### src/rtl/uart_pkg.sv
// Shared types and constants for the buffered UART transmitter.
// Optional parity is enabled by defining UART_TX_PARITY_EN.
package uart_pkg;

    typedef enum logic [2:0] {
        IDLE,
        START,
        DATA,
        PARITY,
        STOP
    } uart_tx_state_t;

    localparam int   UART_BAUD_DIV_DEFAULT = 2604;
    localparam logic UART_IDLE_LVL         = 1'b1;

endpackage

### src/rtl/uart_tx_fifo.sv
// Small power-of-two FIFO feeding the UART transmitter.
// Count and full flag are registered; a write while full is dropped.
module uart_tx_fifo
    import uart_pkg::*;
#(
    parameter int DATA_W     = 8,
    parameter int FIFO_DEPTH = 4
) (
    input  logic              clk,
    input  logic              rst_n,
    input  logic              wr_en,
    input  logic [DATA_W-1:0] wr_data,
    input  logic              rd_en,
    output logic [DATA_W-1:0] rd_data,
    output logic              full,
    output logic              empty
);

    localparam int PTR_W = $clog2(FIFO_DEPTH);
    localparam int CNT_W = PTR_W + 1;

    logic [DATA_W-1:0] mem_q [FIFO_DEPTH];
    logic [PTR_W-1:0]  wr_ptr_q;
    logic [PTR_W-1:0]  rd_ptr_q;
    logic [CNT_W-1:0]  cnt_q;
    logic [CNT_W-1:0]  cnt_d;
    logic              full_q;
    logic              push;

    // Acceptance uses the pre-edge full flag, even on a pop cycle.
    assign push  = wr_en && !full_q;
    assign cnt_d = cnt_q + CNT_W'(push) - CNT_W'(rd_en);

    always_ff @(posedge clk or negedge rst_n) begin
        if (!rst_n) begin
            wr_ptr_q <= '0;
            rd_ptr_q <= '0;
            cnt_q    <= '0;
            full_q   <= 1'b0;
        end else begin
            if (push)  wr_ptr_q <= wr_ptr_q + 1'b1;
            if (rd_en) rd_ptr_q <= rd_ptr_q + 1'b1;
            cnt_q  <= cnt_d;
            full_q <= (cnt_d == CNT_W'(FIFO_DEPTH));
        end
    end

    always_ff @(posedge clk) begin
        if (push) mem_q[wr_ptr_q] <= wr_data;
    end

    assign rd_data = mem_q[rd_ptr_q];
    assign full    = full_q;
    assign empty   = (cnt_q == '0);

endmodule

### src/rtl/uart_tx_buf.sv
// Buffered UART transmitter: FIFO, frame FSM, baud/bit counters.
// Parity bit is inserted only when UART_TX_PARITY_EN is defined.
module uart_tx_buf
    import uart_pkg::*;
#(
    parameter int DATA_W     = 8,
    parameter int BAUD_DIV   = UART_BAUD_DIV_DEFAULT,
    parameter int STOP_BITS  = 1,
    parameter int FIFO_DEPTH = 4,
    parameter bit PARITY_ODD = 1'b0
) (
    input  logic              clk,
    input  logic              rst_n,
    input  logic              wr_en,
    input  logic [DATA_W-1:0] wr_data,
    output logic              full,
    output logic              TX,
    output logic              tx_busy,
    output logic              tx_done,
    output logic              ovf
);

    localparam int BAUD_W = $clog2(BAUD_DIV);
    localparam int BIT_W  = $clog2(DATA_W);

    localparam logic [BAUD_W-1:0] BAUD_LAST = BAUD_W'(BAUD_DIV - 1);
    localparam logic [BIT_W-1:0]  DATA_LAST = BIT_W'(DATA_W - 1);
    localparam logic [BIT_W-1:0]  STOP_LAST = BIT_W'(STOP_BITS - 1);

    uart_tx_state_t    state_q;
    logic [BAUD_W-1:0] baud_q;
    logic [BIT_W-1:0]  bit_q;
    logic [DATA_W-1:0] shift_q;
    logic              tx_q;
    logic              done_q;
    logic              ovf_q;
    logic [DATA_W-1:0] rd_data;
    logic              empty;
    logic              bit_end;
    logic              pop;

`ifdef UART_TX_PARITY_EN
    logic              par_q;
`else
    logic              unused_parity_odd;
    assign unused_parity_odd = PARITY_ODD;
`endif

    uart_tx_fifo #(
        .DATA_W     (DATA_W),
        .FIFO_DEPTH (FIFO_DEPTH)
    ) u_fifo (
        .clk     (clk),
        .rst_n   (rst_n),
        .wr_en   (wr_en),
        .wr_data (wr_data),
        .rd_en   (pop),
        .rd_data (rd_data),
        .full    (full),
        .empty   (empty)
    );

    assign bit_end = (state_q != IDLE) && (baud_q == BAUD_LAST);
    // Pop from IDLE or at the very end of the last stop bit (no idle gap).
    assign pop = !empty && ((state_q == IDLE) ||
                 (state_q == STOP && bit_end && bit_q == STOP_LAST));

    always_ff @(posedge clk or negedge rst_n) begin
        if (!rst_n) begin
            state_q <= IDLE;
            baud_q  <= '0;
            bit_q   <= '0;
            shift_q <= '0;
            tx_q    <= UART_IDLE_LVL;
            done_q  <= 1'b0;
            ovf_q   <= 1'b0;
`ifdef UART_TX_PARITY_EN
            par_q   <= 1'b0;
`endif
        end else begin
            done_q <= 1'b0;
            if (wr_en && full) ovf_q <= 1'b1;
            baud_q <= (state_q == IDLE || bit_end) ? '0 : baud_q + 1'b1;
            unique case (state_q)
                IDLE: begin
                    tx_q <= UART_IDLE_LVL;
                end
                START: begin
                    tx_q <= 1'b0;
                    if (bit_end) begin
                        state_q <= DATA;
                        bit_q   <= '0;
                    end
                end
                DATA: begin
                    tx_q <= shift_q[0];
                    if (bit_end) begin
                        shift_q <= shift_q >> 1;
                        if (bit_q == DATA_LAST) begin
                            bit_q <= '0;
`ifdef UART_TX_PARITY_EN
                            state_q <= PARITY;
`else
                            state_q <= STOP;
`endif
                        end else begin
                            bit_q <= bit_q + 1'b1;
                        end
                    end
                end
`ifdef UART_TX_PARITY_EN
                PARITY: begin
                    tx_q <= par_q;
                    if (bit_end) begin
                        state_q <= STOP;
                        bit_q   <= '0;
                    end
                end
`endif
                STOP: begin
                    tx_q <= UART_IDLE_LVL;
                    if (bit_end) begin
                        if (bit_q == STOP_LAST) begin
                            done_q  <= 1'b1;
                            bit_q   <= '0;
                            state_q <= IDLE;
                        end else begin
                            bit_q <= bit_q + 1'b1;
                        end
                    end
                end
                default: begin
                    tx_q    <= UART_IDLE_LVL;
                    state_q <= IDLE;
                end
            endcase
            if (pop) begin
                shift_q <= rd_data;
                bit_q   <= '0;
                state_q <= START;
`ifdef UART_TX_PARITY_EN
                par_q   <= (^rd_data) ^ PARITY_ODD;
`endif
            end
        end
    end

    assign TX      = tx_q;
    assign tx_busy = (state_q != IDLE);
    assign tx_done = done_q;
    assign ovf     = ovf_q;

endmodule
### config.mk
export PLATFORM = sky130hd
export DESIGN_NAME = uart_tx_buf
export DESIGN_NICKNAME = d
export VERILOG_FILES = /design/src/rtl/uart_pkg.sv /design/src/rtl/uart_tx_fifo.sv /design/src/rtl/uart_tx_buf.sv
export SDC_FILE = /design/constraint.sdc
export NUM_CORES = 1
export LEC_CHECK = 0
export CAP_MARGIN = 20
export CORE_ASPECT_RATIO = 0.5
export CORE_UTILIZATION = 64
export CTS_CLUSTER_DIAMETER = 60
export DETAILED_ROUTE_END_ITERATION = 10
export PLACE_DENSITY = 0.84
export SLEW_MARGIN = 10
export SYNTH_ARGS = -nofsm -noshare
export SYNTH_HDL_FRONTEND = slang
export SYNTH_HIERARCHICAL = 1
export SYNTH_SLANG_ARGS = --single-unit
export TNS_END_PERCENT = 20
### constraint.sdc
create_clock -name clk -period 7.44 [get_ports clk]
set_input_delay 1.488 -clock clk [delete_from_list [all_inputs] [get_ports clk]]
set_output_delay 1.488 -clock clk [all_outputs]
set_load 0.02 [all_outputs]
==> results of run 1 <==
==> cells in the mapped netlist, types with 2 or more instances <==
master    count
mux2_2        2
edfxtp_1     32
xor2_1        6
nand3_1       6
buf_6         3
a21o_1        3
inv_1        10
and3_1        8
ha_1         10
a21oi_1       5
nand2_1      14
o21ai_1       5
dfrtp_1      36
mux2i_1       5
nor3_1        3
nor2b_1       3
a21oi_2       3
a22o_1        2
o21ai_0       5
xnor2_1       9
mux4_2        8
and2_1        5
nor2_1       14
buf_2         3
nand2b_1      3
==> cell type report <==
type	instances	area [sq um]
clock buffer	11	141
fill	283	1080
clock inverter	5	41.3
multi-input combinational	136	1110
sequential	69	1890
inverter	10	37.5
tap	66	82.6
timing repair buffer	15	145
==> worst max-delay path: stages <==
cell	delay, ns
clkdlybuf4s50_1	0.47
nor2b_1	0.39
inv_1	0.08
ha_1	0.28
inv_1	0.04
ha_1	0.18
fa_1	0.40
xor2_1	0.24
mux2_2	0.37
==> per-layer routing <==
layer,part of all wire,vias to the layer above,GRT usage
met3,0.041,9,0.0821
met5,0,-,0
met1,0.46,864,0.275
met2,0.48,37,0.387
met4,0.015,0,0.101
li1,-,833,-
==> state kept, by name (all words and copies together) (netlist names) <==
signal	count
u_fifo/cnt_q	3
u_fifo/mem_q	32
ovf	1
bit_q	3
state_q	3
shift_q	8
baud_q	12
u_fifo/wr_ptr_q	2
u_fifo/rd_ptr_q	2
TX	1
u_fifo/full	1
tx_done	1
==> cells by family after synthesis <==
kind of cell	Yosys count
buffers and inverters	17
multiplexers	15
AO/OA/AOI/OAI	27
AND/OR/NAND/NOR	68
XOR/XNOR	15
adder cells (fa/ha/maj)	11
flip-flops	69
==> how the worst max path moves through the flow <==
| stage | from | endpoint | slack [ns] | cells past startpoint |
|---|---|---|---|---|
| finish | wr_en | u_fifo/full | 3.72 | 9 |
| detailed placement | wr_en | u_fifo/full | 3.39 | 9 |
| global route | wr_en | u_fifo/full | 3.63 | 9 |
| floorplan | wr_en | u_fifo/full | 4.06 | 8 |
| global placement | wr_en | u_fifo/full | 3.50 | 9 |
| CTS | wr_en | u_fifo/full | 3.75 | 9 |
==> placed cells by master, fill, tap and decap left out, types with 5 or more instances in the layout <==
cell,netlist,layout
dfrtp_1,36,36
edfxtp_1,32,32
nor2_1,14,14
nand2_1,14,14
clkdlybuf4s50_1,0,14
inv_1,10,10
ha_1,10,10
clkbuf_8,0,10
xnor2_1,9,9
and3_1,8,8
mux4_2,8,8
nand3_1,6,6
xor2_1,6,6
o21ai_0,5,5
and2_1,5,5
a21oi_1,5,5
mux2i_1,5,5
o21ai_1,5,5
==> power by group through the flow <==
stage               Sequential [mW]  Combinational (mW)  Clock, mW
CTS                           0.476               0.123      0.285
floorplan                     0.479              0.0804          0
finish                        0.476               0.122      0.278
global placement              0.479               0.113          0
detailed placement            0.484               0.123          0
global route                  0.481               0.134      0.299
==> metrics by stage <==
step / hold slack, ns / cells / utilization / setup WS, ns / cell area, sq um
finish: 0.467 / 312 / 0.762 / 3.72 / 3450
global route: 0.508 / 312 / 0.762 / 3.63 / 3450
CTS: 0.473 / 312 / 0.762 / 3.75 / 3450
detailed placement: 0.457 / 296 / 0.721 / 3.39 / 3270
global placement: 0.438 / 296 / 0.721 / 3.50 / 3270
floorplan: 0.447 / 222 / - / 4.06 / 3100
==> summary.md, run 1 <==
| Metric | Value |
|---|---|
| CTS Sinks | `slightly below 70` |
| Final WL | `5.00 mm` |
| Crit share post-route | `0.500` |
| Htree depth | `3` |
| Switch Pwr | `0.234 mW` |
| Post-route ant nets | `0` |
| Number of synthesized flops with an enable pin | `32` |
| Nets | `between 200 and 300` |
| Synthesis-to-finish area growth | `11.2%` |
| VDD IR max | `between 0.00015 and 0.0002 V` |
| Sw frac | `0.267` |
| Max-cap violations | `0` |
| Die height | `51.2 microns` |
| Post-Syn Instances | `about 220` |
| Core ar. | `approximately 4500 sq um` |
| Setup violators final | `0` |
| Vias/cell | `5.59` |
| Worst Setup Path Type | `in -> reg` |
| IO Port Bufs | `15` |
| Synth Flop Type | `dfrtp_1` |
| Mux contribution to synthesized area | `0.0814` |
| XOR/XNOR Fraction of Synth Area | `0.0423` |
| Worst R2R Start | `bit_q[0]` |
| Synth Area in Adders | `0.0468` |
| Dominant cells by area after synthesis | `edfxtp_1 (31%), dfrtp_1 (29%), mux4_2 (5.8%)` |
| Clock Path Buffers | `2` |
| Ys async rst share | `0.536` |
| # hold bufs at CTS | `0` |
| Critical path fanouts, max | `7` |
| Num CTS Buffers | `9` |
| Detailed Routing Iterations Pass 1 | `4` |
| Static Leak | `roughly 1.4 nW` |
| Area of the die | `5150 sq um` |
| Routed vias | `1743` |
| CTS tree | `done` |
| Hold path start | `ovf` |
| R2R Setup Slk | `3.98 ns` |
| Insertion delay to the later sink of the worst-skew pair | `0.34 ns` |
| FF-to-FF End | `u_fifo/full` |
| Gr ovfl total | `0` |
| Top-level port count | `16` |
| WHS Path Cells | `1` |
| Overall Power | `0.876 mW` |
| Int Pwr | `0.643 mW` |
| Slew Limit Headroom | `0.362` |
| Sequential fraction of the synthesis area | `0.608` |
| CP arrival | `3.94 ns` |
| Top-area cell type share of the netlist area | `0.310` |
| Starting Density | `0.685` |
| Worst hold endpoint | `ovf` |
| Area of the mapped netlist | `~3100 sq um` |
| CP Capture Type | `flop` |
| Largest net degree at the start of global routing | `38` |
| Pwr dens | `between 200 and 300 nW/um^2` |
| Detail Placement HPWL | `3.45 mm` |
| Fraction of the mapped netlist area in compound gates | `0.0576` |
| CP required | `about 7.7 ns` |
| Post-route DRC | `0` |
| Resize count post-CTS | `0` |
| Vias in the first global route | `between 1.5k and 2k` |
| WL/cell | `16.0 microns` |
| Clock Tree Root | `clkbuf_8` |
| Seq cells post-synth | `roughly 70` |
| Synth warn | `6` |
| Comb pwr share | `0.139` |
| Drt initial violations | `75` |
| Crit path launch type | `input port` |
| Clock network power share | `0.317` |
| Site row count | `17` |
| Clock slew at reported path FFs | `0.07 ns` |
| Setup_tns | `0 ns` |
| Overall Global Routing Usage | `0.231` |
| Initial antenna violation count | `0` |
| Leading area contributor after synthesis | `edfxtp_1` |
| RSZ-0062 raised after global routing | `false` |
| Pins Over Slew Limit | `0` |
| Status | `completed` |
| R2r worst-path depth | `11` |
| Die Wd | `100 microns` |
| Crit path time final | `3.72 ns` |
| Syn nets | `244` |
| Routability cong. | `approximately 0.81` |
| Hold Path Class | `reg -> reg` |
| Max Freq | `around 0.27 GHz` |
| Least-Margin Pin Slew | `0.958 ns` |
| Cell variety after synth | `44` |
| Seq pwr share | `0.543` |
| Antenna Cells | `0` |
| Simple-gate share of the synthesized area | `0.131` |
| Post-CTS setup buffers | `0` |
| Share of layout cells above drive strength 1 | `0.163` |
| Max Clock Skew | `roughly 0.01 ns` |
| First-pass GRT wire length | `8.29 mm` |
| Final Hold Vio Count | `0` |
| Syn Area/Cell | `14.0 sq um` |
| Main combinational cell family by area after synthesis | `simple AND/OR/NAND/NOR gates` |
(Power assumes the default switching activity.)
==> run 2, diff against run 1 <==
CORE_UTILIZATION = 59   (was 64)
PLACE_DENSITY = 0.79   (was 0.84)
clock period = 3.8 ns   (was 7.44 ns; I/O delays follow)
==> summary.md, run 2 (synthesis gave the netlist of run 1 again) <==
| Metric | Value |
|---|---|
| Status | `completed (unchanged)` |
| Max Freq | `0.332 GHz` |
| Share of layout cells above drive strength 1 | `0.170 (was 0.163)` |
| Post-route ant nets | `0 (unchanged)` |
| Met2 WL | `2.45 mm (was 2.42 mm)` |
| Htree depth | `3 (unchanged)` |
| Biggest register | `u_fifo/mem_q (unchanged)` |
| Uppermost routed layer | `met4 (unchanged)` |
| Crit share post-route | `0.793` |
| Final WL | `5.05 mm (was 5.00 mm)` |
| Worst Setup SP | `wr_en (unchanged)` |
| Pwr dens | `527 nW/um^2 (was 254 nW/um^2)` |
| Antenna Cells | `0 (unchanged)` |
| CP arrival | `3.23 ns (was 3.94 ns)` |
| Overall Global Routing Usage | `0.215 (was 0.231)` |
| Vias/cell | `5.59 (about the same)` |
| Worst path cell trace | `clkdlybuf4s50_1, nor2b_1, inv_1, ha_1, inv_1, ha_1, fa_1, xor2_1, mux2_2 (unchanged)` |
| Area of the die | `5570 sq um (was 5150 sq um)` |
| Synthesis-to-finish area growth | `13.0% (was 11.2%)` |
| Nets | `264 (was 263)` |
| Core ar. | `5000 sq um (was 4530 sq um)` |
| Post-route DRC | `0 (unchanged)` |
| Metal3 WL | `213 microns (was 204 microns)` |
| Clock slew at reported path FFs | `0.08 ns (was 0.07 ns)` |
| R2R Setup Slk | `1.03 ns (was 3.98 ns)` |
| Commonest cells after routing, fill and taps aside | `dfrtp_1 (36), edfxtp_1 (32), nor2_1 (14), nand2_1 (14), clkdlybuf4s50_1 (14) (unchanged)` |
| Routability cong. | `0.764 (was 0.806)` |
| Critical path fanouts, max | `7 (unchanged)` |
| Finished Cell Area | `3510 sq um (was 3450 sq um)` |
| Detail Placement HPWL | `3.51 mm (was 3.45 mm)` |
| Static Leak | `1.42 nW (was 1.38 nW)` |
| Drt initial violations | `88 (was 75)` |
| Initial antenna violation count | `0 (unchanged)` |
| Die Wd | `105 microns (was 100 microns)` |
| Routed vias | `1773 (was 1743)` |
| Least-Margin Pin Slew | `0.788 ns (was 0.958 ns)` |
| Largest net degree at the start of global routing | `38 (unchanged)` |
| Most common cell after layout, fill and taps aside | `dfrtp_1 (unchanged)` |
| Slew Limit Headroom | `0.475 (was 0.362)` |
| Pins Over Slew Limit | `0 (unchanged)` |
| Detailed Routing Iterations Pass 1 | `4 (unchanged)` |
| Hold Path Class | `reg -> reg (unchanged)` |
| Hold path start | `ovf (unchanged)` |
| VDD IR max | `0.000302 V (was 0.000176 V)` |
| Worst R2R Start | `bit_q[0] (unchanged)` |
| Largest registers | `u_fifo/mem_q: 32 flops, baud_q: 12 flops, shift_q: 8 flops (unchanged)` |
| Worst Setup Path Type | `in -> reg (unchanged)` |
| Post-Place Cell Area | `3280 sq um (was 3270 sq um)` |
| FF-to-FF End | `u_fifo/full (unchanged)` |
| RSZ-0062 raised after global routing | `false (unchanged)` |
| Clock Tree Root | `clkbuf_8 (unchanged)` |
| Die height | `53.3 microns (was 51.2 microns)` |
| Max reg flops | `32 (unchanged)` |
| Crit path time final | `3.01 ns` |
| CP max-delay cell | `clkdlybuf4s50_1 (unchanged)` |
| Final Hold Vio Count | `0 (unchanged)` |
| Starting Density | `0.621 (was 0.685)` |
| CP endpoint | `u_fifo/full (unchanged)` |
| Met1 WL | `2.32 mm (was 2.30 mm)` |
| CP required | `4.02 ns (was 7.67 ns)` |
| Setup_tns | `0 ns (unchanged)` |
| First-pass GRT wire length | `8.64 mm (was 8.29 mm)` |
| Max-cap violations | `0 (unchanged)` |
| CP max stage delay | `0.48 ns (was 0.47 ns)` |
| Crit path launch type | `input port (unchanged)` |
| WL/cell | `15.9 microns (was 16.0 microns)` |
| Gr ovfl total | `0 (unchanged)` |
| IO Port Bufs | `15 (unchanged)` |
| Top-level port count | `16 (unchanged)` |
| Final hold slack | `0.483 ns (was 0.467 ns)` |
| R2r worst-path depth | `11 (unchanged)` |
| # hold bufs at CTS | `0 (unchanged)` |
| CTS tree | `done (unchanged)` |
| Vias in the first global route | `1744 (was 1724)` |
| Num CTS Buffers | `9 (unchanged)` |
| CTS Sinks | `69 (unchanged)` |
| CP Capture Type | `flop (unchanged)` |
| Post-CTS setup buffers | `0 (unchanged)` |
| Insertion delay to the later sink of the worst-skew pair | `0.34 ns (about the same)` |
| Clock Path Buffers | `2 (unchanged)` |
| Resize count post-CTS | `0 (unchanged)` |
| Max Clock Skew | `0.0123 ns (was 0.0101 ns)` |
| Site row count | `18 (was 17)` |
| Setup violators final | `0 (unchanged)` |
-- run 2: cell types whose count changed in the layout (fill, tap and decap cells not counted), sizes merged --
cell and delta:
buf +1, bufinv +2, clkbuf -2, clkinv +2
clkinvlp -2
-- run 2: final cells by class --
cell class	instances	area [sq um]
clock buffer	9	124
clock inverter	7	104
fill	376	1490
inverter	10	37.5
multi-input combinational	136	1110
sequential	69	1890
tap	70	87.6
timing repair buffer	16	153
-- run 2: report_power, final --
group / switching [mW] / internal, mW / leakage [nW]
Clock: 0.293 / 0.379 / 0.115
Combinational: 0.134 / 0.108 / 0.550
Sequential: 0.0458 / 0.888 / 0.751
-- run 2: worst min path at each step --
stage | slack, ns | endpoint | cells past startpoint
detailed placement | 0.46 | ovf | 1
floorplan | 0.45 | baud_q[0] | 1
global route | 0.50 | ovf | 1
CTS | 0.48 | ovf | 1
finish | 0.48 | ovf | 1
global placement | 0.44 | ovf | 1
-- run 2: critical path, delay by kind of cell --
kind                       cells  cell delay (ns)
xor gates and xnor gates       1             0.24
and+or+nand+nor                1             0.38
adders and majority gates      3             0.88
muxes                          1             0.37
buffers and inverters          3             0.60
-- run 2: stage by stage --
| step | setup slack, ns | util | power [mW] | cells |
|---|---|---|---|---|
| final | 0.787 | 0.702 | 1.85 | 317 |
| after global routing | 0.647 | 0.702 | 1.93 | 317 |
| after CTS | 0.804 | 0.702 | 1.86 | 317 |
| after detailed placement | 0.456 | 0.656 | 1.19 | 301 |
| after global placement | 0.591 | 0.656 | 1.16 | 301 |
| after floorplan | 1.05 | - | 1.10 | 222 |
-- run 2: metal layers --
metal	up-vias	global-route usage
li1	834	-
met1	885	0.265
met2	43	0.373
met3	11	0.0690
met4	0	0.0634
met5	-	0
==> run 3, diff against run 2 <==
CORE_UTILIZATION = 53   (was 59)
PLACE_DENSITY = 0.75   (was 0.79)
clock period = 2.6 ns   (was 3.8 ns; I/O delays follow)
==> summary.md, run 3 (synthesis gave the netlist of run 1 again) <==
| Metric | Value |
|---|---|
| Status | `completed (unchanged)` |
| Max Freq | `0.394 GHz` |
| Final core utilization | `0.660 (was 0.702)` |
| Routability cong. | `0.739 (was 0.764)` |
| Worst Setup Path Type | `reg -> reg (was in -> reg)` |
| Max reg flops | `32 (unchanged)` |
| Gr ovfl total | `0 (unchanged)` |
| Clock Tree Root | `clkbuf_16 (was clkbuf_8)` |
| First-pass GRT wire length | `8.61 mm (was 8.64 mm)` |
| CP Capture Type | `flop (unchanged)` |
| CP required | `2.81 ns (was 4.02 ns)` |
| Hold Path Class | `in -> async (was reg -> reg)` |
| VDD IR max | `0.000599 V (was 0.000302 V)` |
| CTS tree | `done (unchanged)` |
| Worst path cell trace | `inv_1, ha_2, nor4b_4, nand4_1, a21oi_2, ha_4, inv_2, ha_4, fa_2, nor3_1, mux2_4 (was clkdlybuf4s50_1, nor2b_1, inv_1, ha_1, inv_1, ha_1, fa_1, xor2_1, mux2_2)` |
| Post-route ant nets | `0 (unchanged)` |
| Vias in the first global route | `1846 (was 1744)` |
| Insertion delay to the later sink of the worst-skew pair | `0.33 ns (was 0.34 ns)` |
| Final WL | `4.91 mm (was 5.05 mm)` |
| Commonest cells after routing, fill and taps aside | `dfrtp_1 (35), edfxtp_1 (32), nor2_1 (14), nand2_1 (14), clkdlybuf4s50_1 (14) (was dfrtp_1 (36), edfxtp_1 (32), nor2_1 (14), nand2_1 (14), clkdlybuf4s50_1 (14))` |
| RSZ-0062 raised after global routing | `true (was false)` |
| Largest registers | `u_fifo/mem_q: 32 flops, baud_q: 12 flops, shift_q: 8 flops (unchanged)` |
| IO Port Bufs | `15 (unchanged)` |
| Nets | `271 (was 264)` |
| Clock slew at reported path FFs | `0.06 ns (was 0.08 ns)` |
| Clock Path Buffers | `2 (unchanged)` |
| Starting Density | `0.558 (was 0.621)` |
| Site row count | `19 (was 18)` |
| Top-level port count | `16 (unchanged)` |
| Pwr dens | `787 nW/um^2 (was 527 nW/um^2)` |
| Critical path fanouts, max | `3 (was 7)` |
| Synthesis-to-finish area growth | `18.3% (was 13.0%)` |
| Largest net degree at the start of global routing | `38 (unchanged)` |
| Most common cell after layout, fill and taps aside | `dfrtp_1 (unchanged)` |
| Die Wd | `110 microns (was 105 microns)` |
| Detail Placement HPWL | `3.35 mm (was 3.51 mm)` |
| Slew Limit Headroom | `0.462 (was 0.475)` |
| Drt initial violations | `54 (was 88)` |
| Overall Global Routing Usage | `0.195 (was 0.215)` |
| Post-Place Cell Area | `3380 sq um (was 3280 sq um)` |
| Crit path launch type | `flop (was input port)` |
| Post-route DRC | `0 (unchanged)` |
| Setup violators final | `0 (unchanged)` |
| Antenna Cells | `0 (unchanged)` |
| Pins Over Slew Limit | `0 (unchanged)` |
| Crit path time final | `2.54 ns` |
| Crit share post-route | `0.976` |
| Vias/cell | `5.32 (was 5.59)` |
| Least-Margin Pin Slew | `0.807 ns (was 0.788 ns)` |
| Area of the die | `6190 sq um (was 5570 sq um)` |
| CTS Sinks | `69 (unchanged)` |
| Setup_tns | `0 ns (unchanged)` |
| Final Hold Vio Count | `0 (unchanged)` |
| Num CTS Buffers | `9 (unchanged)` |
| Crit path top cell by count | `ha_4` |
| Die height | `56.1 microns (was 53.3 microns)` |
| Htree depth | `3 (unchanged)` |
| Routed vias | `1740 (was 1773)` |
| Detailed Routing Iterations Pass 1 | `4 (unchanged)` |
| Max-cap violations | `0 (unchanged)` |
| CP arrival | `2.75 ns (was 3.23 ns)` |
| Finished Cell Area | `3670 sq um (was 3510 sq um)` |
| Overall Power | `2.89 mW (was 1.85 mW)` |
| CP max stage delay | `0.55 ns (was 0.48 ns)` |
| Static Leak | `1.47 nW (was 1.42 nW)` |
| CP max-delay cell | `fa_2 (was clkdlybuf4s50_1)` |
| Biggest register | `u_fifo/mem_q (unchanged)` |
| Max Clock Skew | `0.00361 ns (was 0.0123 ns)` |
| Initial antenna violation count | `0 (unchanged)` |
| WL/cell | `15.0 microns (was 15.9 microns)` |
| Share of layout cells above drive strength 1 | `0.228 (was 0.170)` |
| Core ar. | `5560 sq um (was 5000 sq um)` |
## run 3: worst max-delay path, delay by kind of cell, from the launching register on
family | cells | cell delay, ns
AOI/OAI and AO/OA | 1 | 0.23
DFF | 1 | 0.39
adders and majority gates | 4 | 1.01
muxes | 1 | 0.26
and+or+nand+nor | 3 | 0.43
buffers and inverters | 2 | 0.10
## run 3: metrics by stage
stage | instances | worst slack (ns) | hold WS (ns)
floorplan | 222 | -0.0591 | 0.224
global placement | 309 | -0.0610 | 0.439
detailed placement | 309 | -0.106 | 0.455
CTS | 326 | 0.0102 | 0.305
global route | 327 | -0.0504 | 0.357
finish | 327 | 0.0630 | 0.283
## run 3: layout make-up
class | instances | area [sq um]
well taps | 73 | 91.3
clock buffers | 9 | 225
fillers | 407 | 1890
inverters | 10 | 37.5
repair buffers | 23 | 205
multi-input cells | 136 | 1170
clock inverters | 7 | 50.0
flip-flops and latches | 69 | 1890
## run 3: what timing repair did
action / in CTS / in global routing
setup buffers: 1 / 1
cloned: 0 / 0
hold buffers: 0 / 0
pin swaps: 3 / 4
endpoints found under the setup margin: 1 / 1
resized for setup: 0 / 2
## run 3: final timing paths
kind | from | end | slack (ns) | cells after the start
max in group asynchronous | rst_n | state_q[0] | 1.75 | 1
setup / recovery | bit_q[1] | u_fifo/full | 0.06 | 11
hold / removal | rst_n | baud_q[8] | 0.28 | 1
hold reg to reg | ovf | ovf | 0.46 | 1
min in group clk | ovf | ovf | 0.46 | 1
setup reg to reg | bit_q[1] | u_fifo/full | 0.06 | 11
## run 3: routing by layer
metal	global-route usage	routed length [microns]	vias to the layer above
li1	-	-	850
met1	0.258	2390	847
met2	0.280	2260	37
met3	0.0808	217	6
met4	0.0902	49	0
met5	0	0	-
## run 3: power breakdown
group	switching, mW	internal [mW]	leakage (nW)
Sequential	0.0684	1.30	0.750
Clock	0.458	0.647	0.130
Combinational	0.203	0.213	0.591
Total	0.729	2.16	1.47
